File: src/rtl/pong_pkg.sv
`default_nettype none
//------------------------------------------------------------------------------
// pong_pkg : shared state codes, defaults and BCD helper for the pong controller
// Rev 1.0
//------------------------------------------------------------------------------
package pong_pkg;

  localparam int CNT_W           = 7;
  localparam int INIT_LIVES_DEF  = 3;
  localparam int WAIT_FRAMES_DEF = 120;

  typedef enum logic [1:0] {
    ST_NEWGAME = 2'd0,
    ST_PLAY    = 2'd1,
    ST_NEWBALL = 2'd2,
    ST_OVER    = 2'd3
  } state_t;

  // Two-digit BCD increment, 99 wraps to 00.
  function automatic logic [7:0] bcd_inc(input logic [7:0] v);
    logic [3:0] u;
    logic [3:0] t;
    u = v[3:0];
    t = v[7:4];
    if (u == 4'd9) begin
      u = 4'd0;
      t = (t == 4'd9) ? 4'd0 : t + 4'd1;
    end else begin
      u = u + 4'd1;
    end
    return {t, u};
  endfunction

endpackage
`default_nettype wire

File: src/rtl/pong_game_ctrl_if.sv
`default_nettype none
//------------------------------------------------------------------------------
// pong_game_ctrl_if : game-event inputs and status outputs of the pong controller
// Rev 1.0
//------------------------------------------------------------------------------
interface pong_game_ctrl_if;

  logic [1:0] btn;
  logic       refr_tick;
  logic       hit;
  logic       miss;
  logic       gra_still;
  logic       ball_rst;
  logic [7:0] score;
  logic [1:0] lives;
  logic [1:0] state;

  modport master (
    output btn, refr_tick, hit, miss,
    input  gra_still, ball_rst, score, lives, state
  );

  modport slave (
    input  btn, refr_tick, hit, miss,
    output gra_still, ball_rst, score, lives, state
  );

endinterface
`default_nettype wire

File: src/rtl/pong_game_ctrl_frame_timer.sv
`default_nettype none
//------------------------------------------------------------------------------
// frame_timer : loadable down-counter of video frames, done on the last tick
// Rev 1.0
//------------------------------------------------------------------------------
module frame_timer
  import pong_pkg::*;
#(
  parameter int WAIT_FRAMES = WAIT_FRAMES_DEF
) (
  input  wire logic clk,
  input  wire logic rst,
  input  wire logic i_load,
  input  wire logic i_tick,
  output logic      o_done
);

  logic [CNT_W-1:0] r_count;

  assign o_done = i_tick && (r_count == CNT_W'(1));

  always_ff @(posedge clk) begin
    if (rst) begin
      r_count <= '0;
    end else if (i_load) begin
      r_count <= CNT_W'(WAIT_FRAMES);
    end else if (i_tick && (r_count != '0)) begin
      r_count <= r_count - 1'b1;
    end
  end

endmodule
`default_nettype wire

File: src/rtl/pong_game_ctrl.sv
`default_nettype none
//------------------------------------------------------------------------------
// pong_game_ctrl : pong game flow FSM -- start, play, ball loss, game over
// Rev 1.0
//------------------------------------------------------------------------------
module pong_game_ctrl
  import pong_pkg::*;
#(
  parameter int INIT_LIVES  = INIT_LIVES_DEF,
  parameter int WAIT_FRAMES = WAIT_FRAMES_DEF
) (
  input  wire logic       clk,
  input  wire logic       rst,
  pong_game_ctrl_if.slave bus
);

  state_t     r_state;
  state_t     w_next;
  logic [1:0] r_btn_prev;
  logic       w_btn_go;
  logic       w_load;
  logic       w_done;
  logic       w_score_inc;
  logic       w_lives_dec;
  logic       w_new_game;
  logic [7:0] r_score;
  logic [1:0] r_lives;
  logic       r_ball_rst;

  // Previous value resets to all-ones so a button held through reset is not an edge.
  assign w_btn_go = |(bus.btn & ~r_btn_prev);

  frame_timer #(
    .WAIT_FRAMES(WAIT_FRAMES)
  ) u_timer (
    .clk   (clk),
    .rst   (rst),
    .i_load(w_load),
    .i_tick(bus.refr_tick),
    .o_done(w_done)
  );

  always_ff @(posedge clk) begin
    if (rst) begin
      r_state <= ST_NEWGAME;
    end else begin
      r_state <= w_next;
    end
  end

  always_comb begin
    w_next      = r_state;
    w_load      = 1'b0;
    w_score_inc = 1'b0;
    w_lives_dec = 1'b0;
    w_new_game  = 1'b0;
    case (r_state)
      ST_NEWGAME: begin
        if (w_btn_go) w_next = ST_PLAY;
      end
      ST_PLAY: begin
        w_score_inc = bus.hit;
        if (bus.miss) begin
          w_lives_dec = 1'b1;
          w_load      = 1'b1;
          w_next      = (r_lives > 2'd1) ? ST_NEWBALL : ST_OVER;
        end
      end
      ST_NEWBALL: begin
        if (w_done) w_next = ST_PLAY;
      end
      ST_OVER: begin
        if (w_done) begin
          w_next     = ST_NEWGAME;
          w_new_game = 1'b1;
        end
      end
      default: w_next = ST_NEWGAME;
    endcase
  end

  always_ff @(posedge clk) begin
    if (rst) begin
      r_btn_prev <= 2'b11;
      r_ball_rst <= 1'b0;
      r_score    <= 8'h00;
      r_lives    <= 2'(INIT_LIVES);
    end else begin
      r_btn_prev <= bus.btn;
      r_ball_rst <= (w_next == ST_PLAY) && (r_state != ST_PLAY);
      if (w_new_game) begin
        r_score <= 8'h00;
        r_lives <= 2'(INIT_LIVES);
      end else begin
        if (w_score_inc) r_score <= bcd_inc(r_score);
        if (w_lives_dec) r_lives <= r_lives - 2'd1;
      end
    end
  end

  assign bus.state     = r_state;
  assign bus.gra_still = (r_state != ST_PLAY);
  assign bus.ball_rst  = r_ball_rst;
  assign bus.score     = r_score;
  assign bus.lives     = r_lives;

endmodule
`default_nettype wire

File: src/flat_wrapper.sv
// flat-port wrapper written by rule: the top's interface ports become plain ports
module pong_game_ctrl_flat import pong_pkg::*;
#(
  parameter int INIT_LIVES  = INIT_LIVES_DEF,
  parameter int WAIT_FRAMES = WAIT_FRAMES_DEF
)
  (clk, rst, bus_btn, bus_refr_tick, bus_hit, bus_miss, bus_gra_still, bus_ball_rst, bus_score, bus_lives, bus_state);
  pong_game_ctrl_if bus_i ();
  input  wire logic clk;
  input  wire logic rst;
  input wire logic [$bits(bus_i.btn)-1:0] bus_btn;
  input wire logic [$bits(bus_i.refr_tick)-1:0] bus_refr_tick;
  input wire logic [$bits(bus_i.hit)-1:0] bus_hit;
  input wire logic [$bits(bus_i.miss)-1:0] bus_miss;
  output wire logic [$bits(bus_i.gra_still)-1:0] bus_gra_still;
  output wire logic [$bits(bus_i.ball_rst)-1:0] bus_ball_rst;
  output wire logic [$bits(bus_i.score)-1:0] bus_score;
  output wire logic [$bits(bus_i.lives)-1:0] bus_lives;
  output wire logic [$bits(bus_i.state)-1:0] bus_state;
  assign bus_i.btn = bus_btn;
  assign bus_i.refr_tick = bus_refr_tick;
  assign bus_i.hit = bus_hit;
  assign bus_i.miss = bus_miss;
  assign bus_gra_still = bus_i.gra_still;
  assign bus_ball_rst = bus_i.ball_rst;
  assign bus_score = bus_i.score;
  assign bus_lives = bus_i.lives;
  assign bus_state = bus_i.state;
  pong_game_ctrl #(.INIT_LIVES(INIT_LIVES), .WAIT_FRAMES(WAIT_FRAMES)) u_core (.clk(clk), .rst(rst), .bus(bus_i));
endmodule
File: config.mk
export PLATFORM = sky130hd
export DESIGN_NAME = pong_game_ctrl_flat
export DESIGN_NICKNAME = d
export VERILOG_FILES = /design/src/rtl/pong_pkg.sv /design/src/rtl/pong_game_ctrl_if.sv /design/src/rtl/pong_game_ctrl_frame_timer.sv /design/src/rtl/pong_game_ctrl.sv /design/src/flat_wrapper.sv
export SDC_FILE = /design/constraint.sdc
export NUM_CORES = 1
export LEC_CHECK = 0
export ABC_CLOCK_PERIOD_IN_PS = 1900
export CORE_UTILIZATION = 50
export CTS_CLUSTER_DIAMETER = 40
export DETAILED_ROUTE_END_ITERATION = 16
export PLACE_DENSITY = 0.79
export SKIP_LAST_GASP = 1
export SLEW_MARGIN = 20
export SYNTH_ARGS = -nofsm -noshare
export SYNTH_HDL_FRONTEND = slang
export SYNTH_SLANG_ARGS = --single-unit
File: constraint.sdc
create_clock -name clk -period 1.9 [get_ports clk]
set_input_delay 0.475 -clock clk [delete_from_list [all_inputs] [get_ports clk]]
set_output_delay 0.475 -clock clk [all_outputs]
set_load 0.05 [all_outputs]
==> metrics.md, run 1 <==
| Metric | Value |
|---|---|
| First-pass GRT wire length | 3670 um |
| DRT Wirelength | 2060 um |
| Placed cells | 170 |
| Clock Sinks | 22 |
| Mux cell area share after synthesis | 0.925% |
| Yosys warning total | 0 |
| Critical path required time | 1.42 ns |
| Area grow syn2layout | 24.5% |
| CTS Hold Bufs | 0 |
| Worst-path maximum fanout | 8 |
| CTS tree | built |
| Nets | 159 |
| Syn_nets | 132 |
| Multi-input logic area | 611 sq um |
| Core footprint | 0.00200 sq mm |
| Sequential share of power | 45.0% |
| Register area | 440 sq um |
| Port bufs | 20 |
| Total congestion overflow | 0 |
| Simple-gate share of the synthesized area | 29.4% |
| Crit end category | output pin |
| Share of cells above drive strength 1 | 20.5% |
| FMAX | 567 MHz |
| Worst hold slack | 0.511 ns |
| Design area | 0.00135 sq mm |
| Row count | 16 |
| Switching power | 0.558 mW |
| Worst path cell trace | nor2b_2 -> inv_1 -> buf_4 |
| Sw Share | 38.5% |
| Die width | 48.5 um |
| Crit path kind | register to output pin |
| CP max stage delay | 0.48 ns |
| Post-route DRC | 0 |
| Initial antenna violation count | 0 |
| Fin Clk Skew | 0.00877 ns |
| Final WS setup | 0.137 ns |
| Buf+Inv Stages, Crit Path | 2 |
| Initial cell density of the core | 54.1% |
| FFs w/ async S/R, synth | 0% |
| Final Wtd Congestion | 0.774 |
| Placed instance area | 0.00132 sq mm |
| Finished Layout Cells | 173 |
| Vias in the first global route | 895 |
| Syn avg cell area | 8.94 sq um |
| Max-cap violations | 0 |
| Finished Core Util | 67.3% |
| Max-slew headroom | 73.9% |
| Tcrit/Tclk final | 92.8% |
| Total chip power | 1.45 mW |
| Root Driver | clkbuf_4 |
| Dpl ws | -0.331 ns |
| Via count | 910 |
| Internal power | 0.893 mW |
| P_leak | 0.545 nW |
| Synth top area share | 40.7% |
| Initial DRC Count | 16 |
| XOR/XNOR Fraction of Synth Area | 6.47% |
| FILL cells | 177 |
| HPWL Detailed | 1620 um |
| Post-DRT Antenna Nets | 0 |
| Worst path slowest cell | dfxtp_1 |
| Ys flop type | dfxtp_1 |
| Post-Synth Adder-Cell Area | 4.62% |
| Compound-Gate Fraction of Synth Area | 14.8% |
| Drt via density | 5.26 |
| Pins Over Slew Limit | 0 |
| CP top delay family | flip-flops |
| Worst Setup Start Kind | register |
| Synth unique cells | 36 |
| Clk slew on worst S/H paths | 0.12 ns |
| Boundary Pins | 21 |
| Clk pwr share | 14.3% |
| Largest net degree at the start of global routing | 12 |
| Min Tclk post-route | 1.76 ns |
| Worst vdd ir | 0.000579 V |
| Gr usage total | 19.9% |
| Synth top area cells | dfxtp_1 41%, ha_1 4.6%, nor2_1 4.5% |
| Later-pin clock latency in the skew report | 0.31 ns |
| Outcome | finished clean |
| Synthesized flop and latch total | 22 |
| Wire per inst | 11.9 um |
| Drt pass-1 iters | 4 |
| Hold WC Path Type | register to register |
| Clock tree buffer depth | 2 |
| Largest family of logic cells by synthesized area | simple AND/OR/NAND/NOR gates |
| Final setup viols | 0 |
| Gate Count Post-Synth | 121 |
| Crit path DAT | 1.29 ns |
| Die Area | 0.00235 sq mm |
| Antenna cells | 0 |
| Worst slew pin tran | 0.381 ns |
| Synth area leader | dfxtp_1 |
| Total CTS buffers | 3 |
| Hold Fails Final Rpt | 0 |
| RSZ-0062 raised after global routing | no |
| Logic pwr share | 40.7% |
| Post-synth EDFFs | 0 |
| Seq/Total Area, Yosys | 40.7% |
| Die H | 48.5 um |
| Post-synthesis cell area | 0.00108 sq mm |
| Setup TNS | 0 ns |
| Pwr Density | 1080 mW/mm^2 |
| H-tree depth | 1 |
-- cells by family after synthesis --
logic type / Yosys count
simple gates: 55
fa+ha+maj: 4
flops: 22
buf+inv: 9
mux: 1
xor+xnor: 8
compound gates: 22
-- worst min-delay path: stages, from the launching register on --
cell	delay, ns
dfxtp_1	0.35
o21ai_0	0.08
a21oi_1	0.06
-- power groups by stage --
stage                     Clock, mW  Combinational, mW  Sequential (mW)
after floorplan                   0              0.429            0.687
after global placement            0              0.573            0.661
after detailed placement          0              0.587            0.666
after CTS                     0.217              0.592            0.653
after global routing          0.237              0.651            0.666
final                         0.208              0.590            0.653
-- Yosys cell counts (all sizes together) (2+ instances only) --
cell type / instances
dfxtp: 22
nor2: 13
a21oi: 9
nand2: 9
nor2b: 7
inv: 6
nor3: 5
ha: 4
xnor2: 4
xor2: 4
a2111oi: 3
a31oi: 3
clkbuf: 3
nand4: 3
o21ai: 3
or3: 3
nand2b: 2
nor3b: 2
or2: 2
-- final cells by class --
| cell class | count | area share (%) |
|---|---|---|
| timing repair buffer | 25 | 16.2 |
| tap | 27 | 2.51 |
| clock buffer | 3 | 1.67 |
| multi-input combinational | 90 | 45.3 |
| sequential | 22 | 32.7 |
| inverter | 6 | 1.67 |
-- placed cells by master (no fill, tap or decap), types with 3 or more instances in the layout --
cell	Yosys	layout
xnor2_1	4	4
clkbuf_4	0	3
nand4_1	3	3
dfxtp_1	22	22
nor2b_1	7	6
nor3_1	4	4
ha_1	4	4
inv_1	6	6
nor2_1	13	13
buf_4	0	18
clkdlybuf4s50_1	0	5
o21ai_0	3	3
nand2_1	9	9
a21oi_1	9	9
xor2_1	4	4
a31oi_1	3	3
-- metal layers --
metal / global-route usage [%] / part of all wire, % / up-vias
met4: 8.82 / 2.0 / 0
met3: 3.77 / 3.0 / 5
met5: 0 / 0 / -
met1: 25.0 / 49 / 413
met2: 33.1 / 45 / 18
li1: - / - / 474
-- final timing paths --
kind | start | end | slack, ns | cells past startpoint
worst max-delay path | u_core.bus.state[0]$_SDFF_PP0_ | bus_gra_still | 0.14 | 3
worst min-delay path | u_core.bus.score[3]$_SDFFE_PP0P_ | u_core.bus.score[3]$_SDFFE_PP0P_ | 0.51 | 2
worst max register to register | u_core.u_timer.r_count[5]$_SDFFE_PP0P_ | u_core.bus.state[0]$_SDFF_PP0_ | 0.25 | 4
worst min register to register | u_core.bus.score[3]$_SDFFE_PP0P_ | u_core.bus.score[3]$_SDFFE_PP0P_ | 0.51 | 2
-- sequential cells by signal, summed over array words and instances (netlist names) --
| name | cells |
|---|---|
| u_core.u_timer.r_count | 7 |
| u_core.bus.ball_rst | 1 |
| u_core.bus.lives | 2 |
| u_core.r_btn_prev | 2 |
| u_core.bus.score | 8 |
| u_core.bus.state | 2 |
-- repair_timing --
| item | CTS | global route |
|---|---|---|
| setup endpoints to repair | 0 | 3 |
| setup buffers | 0 | 0 |
| resized for setup | 0 | 2 |
No activity file was read; power rests on OpenSTA's default activity.
==> run 2, diff against run 1 <==
- ABC_CLOCK_PERIOD_IN_PS: 1900 -> 2100
- CORE_UTILIZATION: 50 -> 30
- PLACE_DENSITY: 0.79 -> 0.53
- clock period: 1.9 -> 2.1 ns (I/O delays scaled with it)
==> run 2 against run 1 <==
Net effect:
- design area increased by 3.7%
- sequential share of layout area fell by 1.2 points
- first-iteration DRC count rose to 2.7 times the previous value
- register-to-register slack better by 0.19 ns
- worst setup slack worse by 0.043 ns
- non-clock buffer count unchanged
- clock skew down 0.00071 ns
- via count rose by 2.0%
- largest cell class unchanged
- highest routed layer unchanged
==> metrics.md, run 2 (synthesis results as in run 1) <==
| Metric | Value |
|---|---|
| Outcome | finished clean |
| H-tree depth | 1 |
| Flip-flop count of the largest register, all copies and words added | 8 |
| Max-cap violations | 0 |
| Worst slew pin tran | 0.506 ns |
| CTS tree | built |
| Reg2Reg Setup Slack | 0.44 ns |
| Row count | 21 |
| Largest net degree at the start of global routing | 13 |
| RSZ-0062 raised after global routing | no |
| Met2 routed WL | 1010 um |
| Commonest non-fill, non-tap cell in the layout | dfxtp_1 |
| Gr usage total | 13.0% |
| Critical path required time | 1.57 ns |
| Worst path slowest cell | clkdlybuf4s50_1 |
| Worst hold slack | 0.531 ns |
| Most frequent cells in the layout | 22 x dfxtp_1, 13 x nor2_1, 9 x a21oi_1, 9 x nand2_1, 9 x buf_4 |
| Clk slew on worst S/H paths | 0.13 ns |
| Die width | 62.1 um |
| Fin Clk Skew | 0.00806 ns |
| Port bufs | 20 |
| Tcrit/Tclk final | 95.6% |
| Initial antenna violation count | 0 |
| Worst path cell trace | clkdlybuf4s50_1 |
| Via count | 928 |
| Boundary Pins | 21 |
| Area grow syn2layout | 29.1% |
| Hold Fails Final Rpt | 0 |
| Wire per inst | 11.4 um |
| Crit path kind | register to output pin |
| CP max stage delay | 0.80 ns |
| DR top layer | met4 |
| Antenna cells | 0 |
| WL met3 | 92 um |
| CTS Hold Bufs | 0 |
| CP top delay family | buffers and inverters |
| P_leak | 0.610 nW |
| Worst-path maximum fanout | 2 |
| Clock tree buffer depth | 2 |
| Finished Core Util | 41.2% |
| Die Area | 0.00385 sq mm |
| Final setup viols | 0 |
| Hold WC Path Type | register to register |
| Nets | 159 |
| DRT Wirelength | 2200 um |
| Root Driver | clkbuf_4 |
| Later-pin clock latency in the skew report | 0.32 ns |
| HPWL Detailed | 1660 um |
| Buf+Inv Stages, Crit Path | 1 |
| Worst Setup Start Kind | register |
| Pins Over Slew Limit | 0 |
| Post-DRT Antenna Nets | 0 |
| Initial cell density of the core | 31.9% |
| Vias in the first global route | 794 |
| Max-slew headroom | 66.2% |
| FMAX | 498 MHz |
| Crit path DAT | 1.48 ns |
| Finished Layout Cells | 193 |
| Drt pass-1 iters | 4 |
| Metal-1 WL | 1050 um |
| Total congestion overflow | 0 |
| Clock Sinks | 22 |
| First-pass GRT wire length | 3550 um |
| Final Wtd Congestion | 0.762 |
| Drt via density | 4.81 |
| Core footprint | 0.00339 sq mm |
| Placed cells | 189 |
| Total CTS buffers | 3 |
| Post-route DRC | 0 |
| Crit end category | output pin |
| Pwr Density | 979 mW/mm^2 |
| Share of cells above drive strength 1 | 13.6% |
| Min Tclk post-route | 2.01 ns |
| Initial DRC Count | 43 |
| Worst vdd ir | 0.000454 V |
| Die H | 62.1 um |
## run 2: cell count changes in the layout (fill, tap and decap cells not counted), sizes merged
cell / delta
buf: -10
dlygate4sd2: +4
clkdlybuf4s50: +3
dlymetal6s2s: +3
clkbuf: +1
## run 2: metrics by stage
step | instance area [sq um] | total power [mW] | setup TNS (ns) | worst slack (ns)
2_1_floorplan | 1080 | 1.01 | 0 | 0.265
4_1_cts | 1390 | 1.38 | 0 | 0.0138
3_5_place_dp | 1360 | 1.13 | -0.147 | -0.0977
5_1_grt | 1400 | 1.47 | 0 | 0.0308
3_3_place_gp | 1360 | 1.13 | -0.0804 | -0.0645
6_report | 1400 | 1.37 | 0 | 0.0934
## run 2: what timing repair did
action | 4_1_cts | 5_1_grt
setup buffers | 0 | 0
gates resized for setup | 4 | 4
cloned | 0 | 0
hold endpoints to repair | 0 | 0
setup endpoints to repair | 4 | 4
## run 2: final cells by class
class                           instances  area (sq um)
Clock buffer                            4          36.3
Timing Repair Buffer                   25           233
Tap cell                               46          57.6
Fill cell                             350          1990
Multi-Input combinational cell         90           608
Inverter                                6          22.5
Sequential cell                        22           440
## run 2: final timing paths
path                                                              from                          endpoint  cells past startpoint
worst min register to register        u_core.bus.score[3]$_SDFFE_PP0P_  u_core.bus.score[3]$_SDFFE_PP0P_                      2
worst max-delay path                  u_core.bus.lives[1]$_SDFFE_PP1P_                      bus_lives[1]                      1
worst max register to register  u_core.u_timer.r_count[5]$_SDFFE_PP0P_    u_core.bus.state[0]$_SDFF_PP0_                      4
worst min-delay path                  u_core.bus.score[3]$_SDFFE_PP0P_  u_core.bus.score[3]$_SDFFE_PP0P_                      2
## run 2: metal layers
layer	global-route usage (%)	up-vias
li1	-	479
met2	19.9	19
met3	1.86	4
met1	17.2	426
met5	0	-
met4	7.62	0
## run 2: where the power goes
group	switching, mW	total (mW)	internal, mW
logic	0.289	0.534	0.246
registers	0.100	0.591	0.491
clock network	0.137	0.243	0.106
==> run 3, diff against run 2 <==
- ABC_AREA: unset -> 1
- CORE_MARGIN: unset -> 10
- PLACE_DENSITY: 0.53 -> 0.52
==> run 3 against run 2 <==
Net effect:
- design area grew 12%
- sequential share of layout area shrank 3.3 points
- critical path type unchanged
- combinational power rose by 38%
- worst setup slack improved by 0.0060 ns
- synthesized cell count increased by 43%
- synthesized area is 18% higher
- first-iteration DRC count up 70%
- cell count is 27% higher
==> metrics.md, run 3 <==
| Metric | Value |
|---|---|
| Max-cap violations | 0 |
| Drt pass-1 iters | 4 |
| Seq/Total Area, Yosys | 34.4% |
| CTS tree | built |
| Root Driver | clkbuf_8 |
| CTS Hold Bufs | 0 |
| Crit path to | bus_score[5] |
| Total congestion overflow | 0 |
| Clock Sinks | 22 |
| Core footprint | 0.00406 sq mm |
| P_leak | 0.698 nW |
| Clk slew on worst S/H paths | 0.08 ns |
| Syn_nets | 184 |
| Post-synthesis cell area | 0.00128 sq mm |
| Antenna cells | 0 |
| Crit path kind | register to output pin |
| Gate Count Post-Synth | 173 |
| Critical path required time | 1.57 ns |
| Gr usage total | 8.09% |
| Initial antenna violation count | 0 |
| Flip-flop count of the largest register, all copies and words added | 8 |
| CP top delay family | buffers and inverters |
| Final Wtd Congestion | 0.806 |
| FFs w/ async S/R, synth | 0% |
| Hold WC Path Type | register to register |
| Crit. path cell count | 1 |
| R2R depth | 10 |
| Syn avg cell area | 7.41 sq um |
| HPWL Detailed | 2270 um |
| Vias in the first global route | 1040 |
| Synth top area share | 34.4% |
| Boundary Pins | 21 |
| Worst Setup Start Kind | register |
| Worst vdd ir | 0.000447 V |
| Finished Layout Cells | 246 |
| Total CTS buffers | 3 |
| Wire per inst | 11.4 um |
| Setup TNS | 0 ns |
| RSZ-0062 raised after global routing | no |
| Post-DRT Antenna Nets | 0 |
| Max-slew headroom | 65.7% |
| Ys flop type | dfxtp_1 |
| Die H | 85.4 um |
| Largest net degree at the start of global routing | 12 |
| Finished Core Util | 38.5% |
| Resized Gates After CTS | 0 |
| Synth top area cells | dfxtp_1 34%, nand2_1 11%, inv_1 7.0% |
| Post-route DRC | 0 |
| Commonest non-fill, non-tap cell in the layout | nand2_1 |
| Synth unique cells | 28 |
| Area grow syn2layout | 21.9% |
| Hold Path Depth | 2 |
| Synth area leader | dfxtp_1 |
| Outcome | finished clean |
| Worst slew pin tran | 0.513 ns |
| H-tree depth | 1 |
| Pins Over Slew Limit | 0 |
| Synthesized flop and latch total | 22 |
| Initial DRC Count | 73 |
| Crit end category | output pin |
| Hold Fails Final Rpt | 0 |
| Count leader, synth | nand2_1 |
| DRT Wirelength | 2810 um |
| Most frequent cells in the layout | 37 x nand2_1, 24 x inv_1, 22 x dfxtp_1 |
| Row count | 23 |
| Nets | 209 |
| Clock tree buffer depth | 2 |
| Pwr Density | 996 mW/mm^2 |
| First-pass GRT wire length | 4850 um |
| Port bufs | 20 |
| Min Tclk post-route | 2.00 ns |
| Worst path slowest cell | clkdlybuf4s50_1 |
| Yosys warning total | 0 |
| Tcrit/Tclk final | 95.3% |
| RR Startpoint | u_core.u_timer.r_count[0]$_SDFFE_PP0P_ |
| Fin Clk Skew | 0.00199 ns |
| Drt via density | 4.42 |
| Final setup viols | 0 |
| Post-synth top cells | 37 x nand2_1, 24 x inv_1, 22 x dfxtp_1 |
| Die width | 85.4 um |
| Die Area | 0.00728 sq mm |
| Initial cell density of the core | 31.6% |
| Crit path DAT | 1.48 ns |
| Placed cells | 243 |
| CP max stage delay | 0.83 ns |
| Post-synth EDFFs | 0 |
| Worst-path maximum fanout | 4 |
| Worst path cell trace | clkdlybuf4s50_1 |
| Worst Setup SP | u_core.bus.score[5]$_SDFFE_PP0P_ |
| Reg2Reg Setup Slack | 0.71 ns |
| Via count | 1087 |
| Reg2Reg Capture Point | u_core.u_timer.r_count[4]$_SDFFE_PP0P_ |
| Post-CTS setup buffers | 0 |
| Beginning of the worst hold path | u_core.u_timer.r_count[0]$_SDFFE_PP0P_ |
| Share of cells above drive strength 1 | 21.4% |
| Buf+Inv Stages, Crit Path | 1 |
| FMAX | 500 MHz |
| Later-pin clock latency in the skew report | 0.26 ns |
==> run 3: worst min path at each step <==
stage	slack, ns	to
floorplan	0.46	u_core.u_timer.r_count[0]$_SDFFE_PP0P_
finish	0.49	u_core.u_timer.r_count[0]$_SDFFE_PP0P_
detailed placement	0.48	u_core.u_timer.r_count[0]$_SDFFE_PP0P_
global route	0.51	u_core.u_timer.r_count[0]$_SDFFE_PP0P_
global placement	0.48	u_core.u_timer.r_count[0]$_SDFFE_PP0P_
CTS	0.49	u_core.u_timer.r_count[0]$_SDFFE_PP0P_
==> run 3: through the flow <==
step | cell area, sq um | total power, mW | setup slack [ns] | hold WS, ns
3_5_place_dp | 1520 | 1.31 | 0.284 | 0.480
5_1_grt | 1560 | 1.70 | 0.0612 | 0.512
3_3_place_gp | 1520 | 1.30 | 0.303 | 0.478
6_report | 1560 | 1.55 | 0.0994 | 0.492
4_1_cts | 1560 | 1.57 | 0.0844 | 0.491
2_1_floorplan | 1280 | 1.16 | 0.434 | 0.457
==> run 3: routing by layer <==
metal | vias up | wire, um | global-route usage, %
met2 | 19 | 1280 | 12.4
met1 | 473 | 1370 | 9.96
li1 | 593 | - | -
met5 | - | 0 | 0
met4 | 0 | 41 | 4.49
met3 | 2 | 116 | 2.10
==> run 3: area by class of cell <==
class | instances | area, sq um
timing repair buffer | 21 | 188
multi-input combinational | 122 | 722
sequential | 22 | 440
clock buffer | 3 | 41.3
fill | 398 | 2500
tap | 50 | 62.6
inverter | 28 | 108
==> run 3: cells by family after synthesis <==
kind of cell | count (synthesis) | synth area share [%]
xor gates and xnor gates | 4 | 2.73
buffers and inverters | 29 | 9.28
AOI/OAI and AO/OA | 18 | 9.28
and+or+nand+nor | 96 | 40.4
adders and majority gates | 4 | 3.91
DFF | 22 | 34.4
==> run 3: power breakdown <==
group / internal [mW] / switching [mW] / leakage (nW) / total, mW
registers: 0.480 / 0.0752 / 0.180 / 0.555
logic: 0.272 / 0.467 / 0.496 / 0.739
clock network: 0.128 / 0.133 / 0.0216 / 0.261
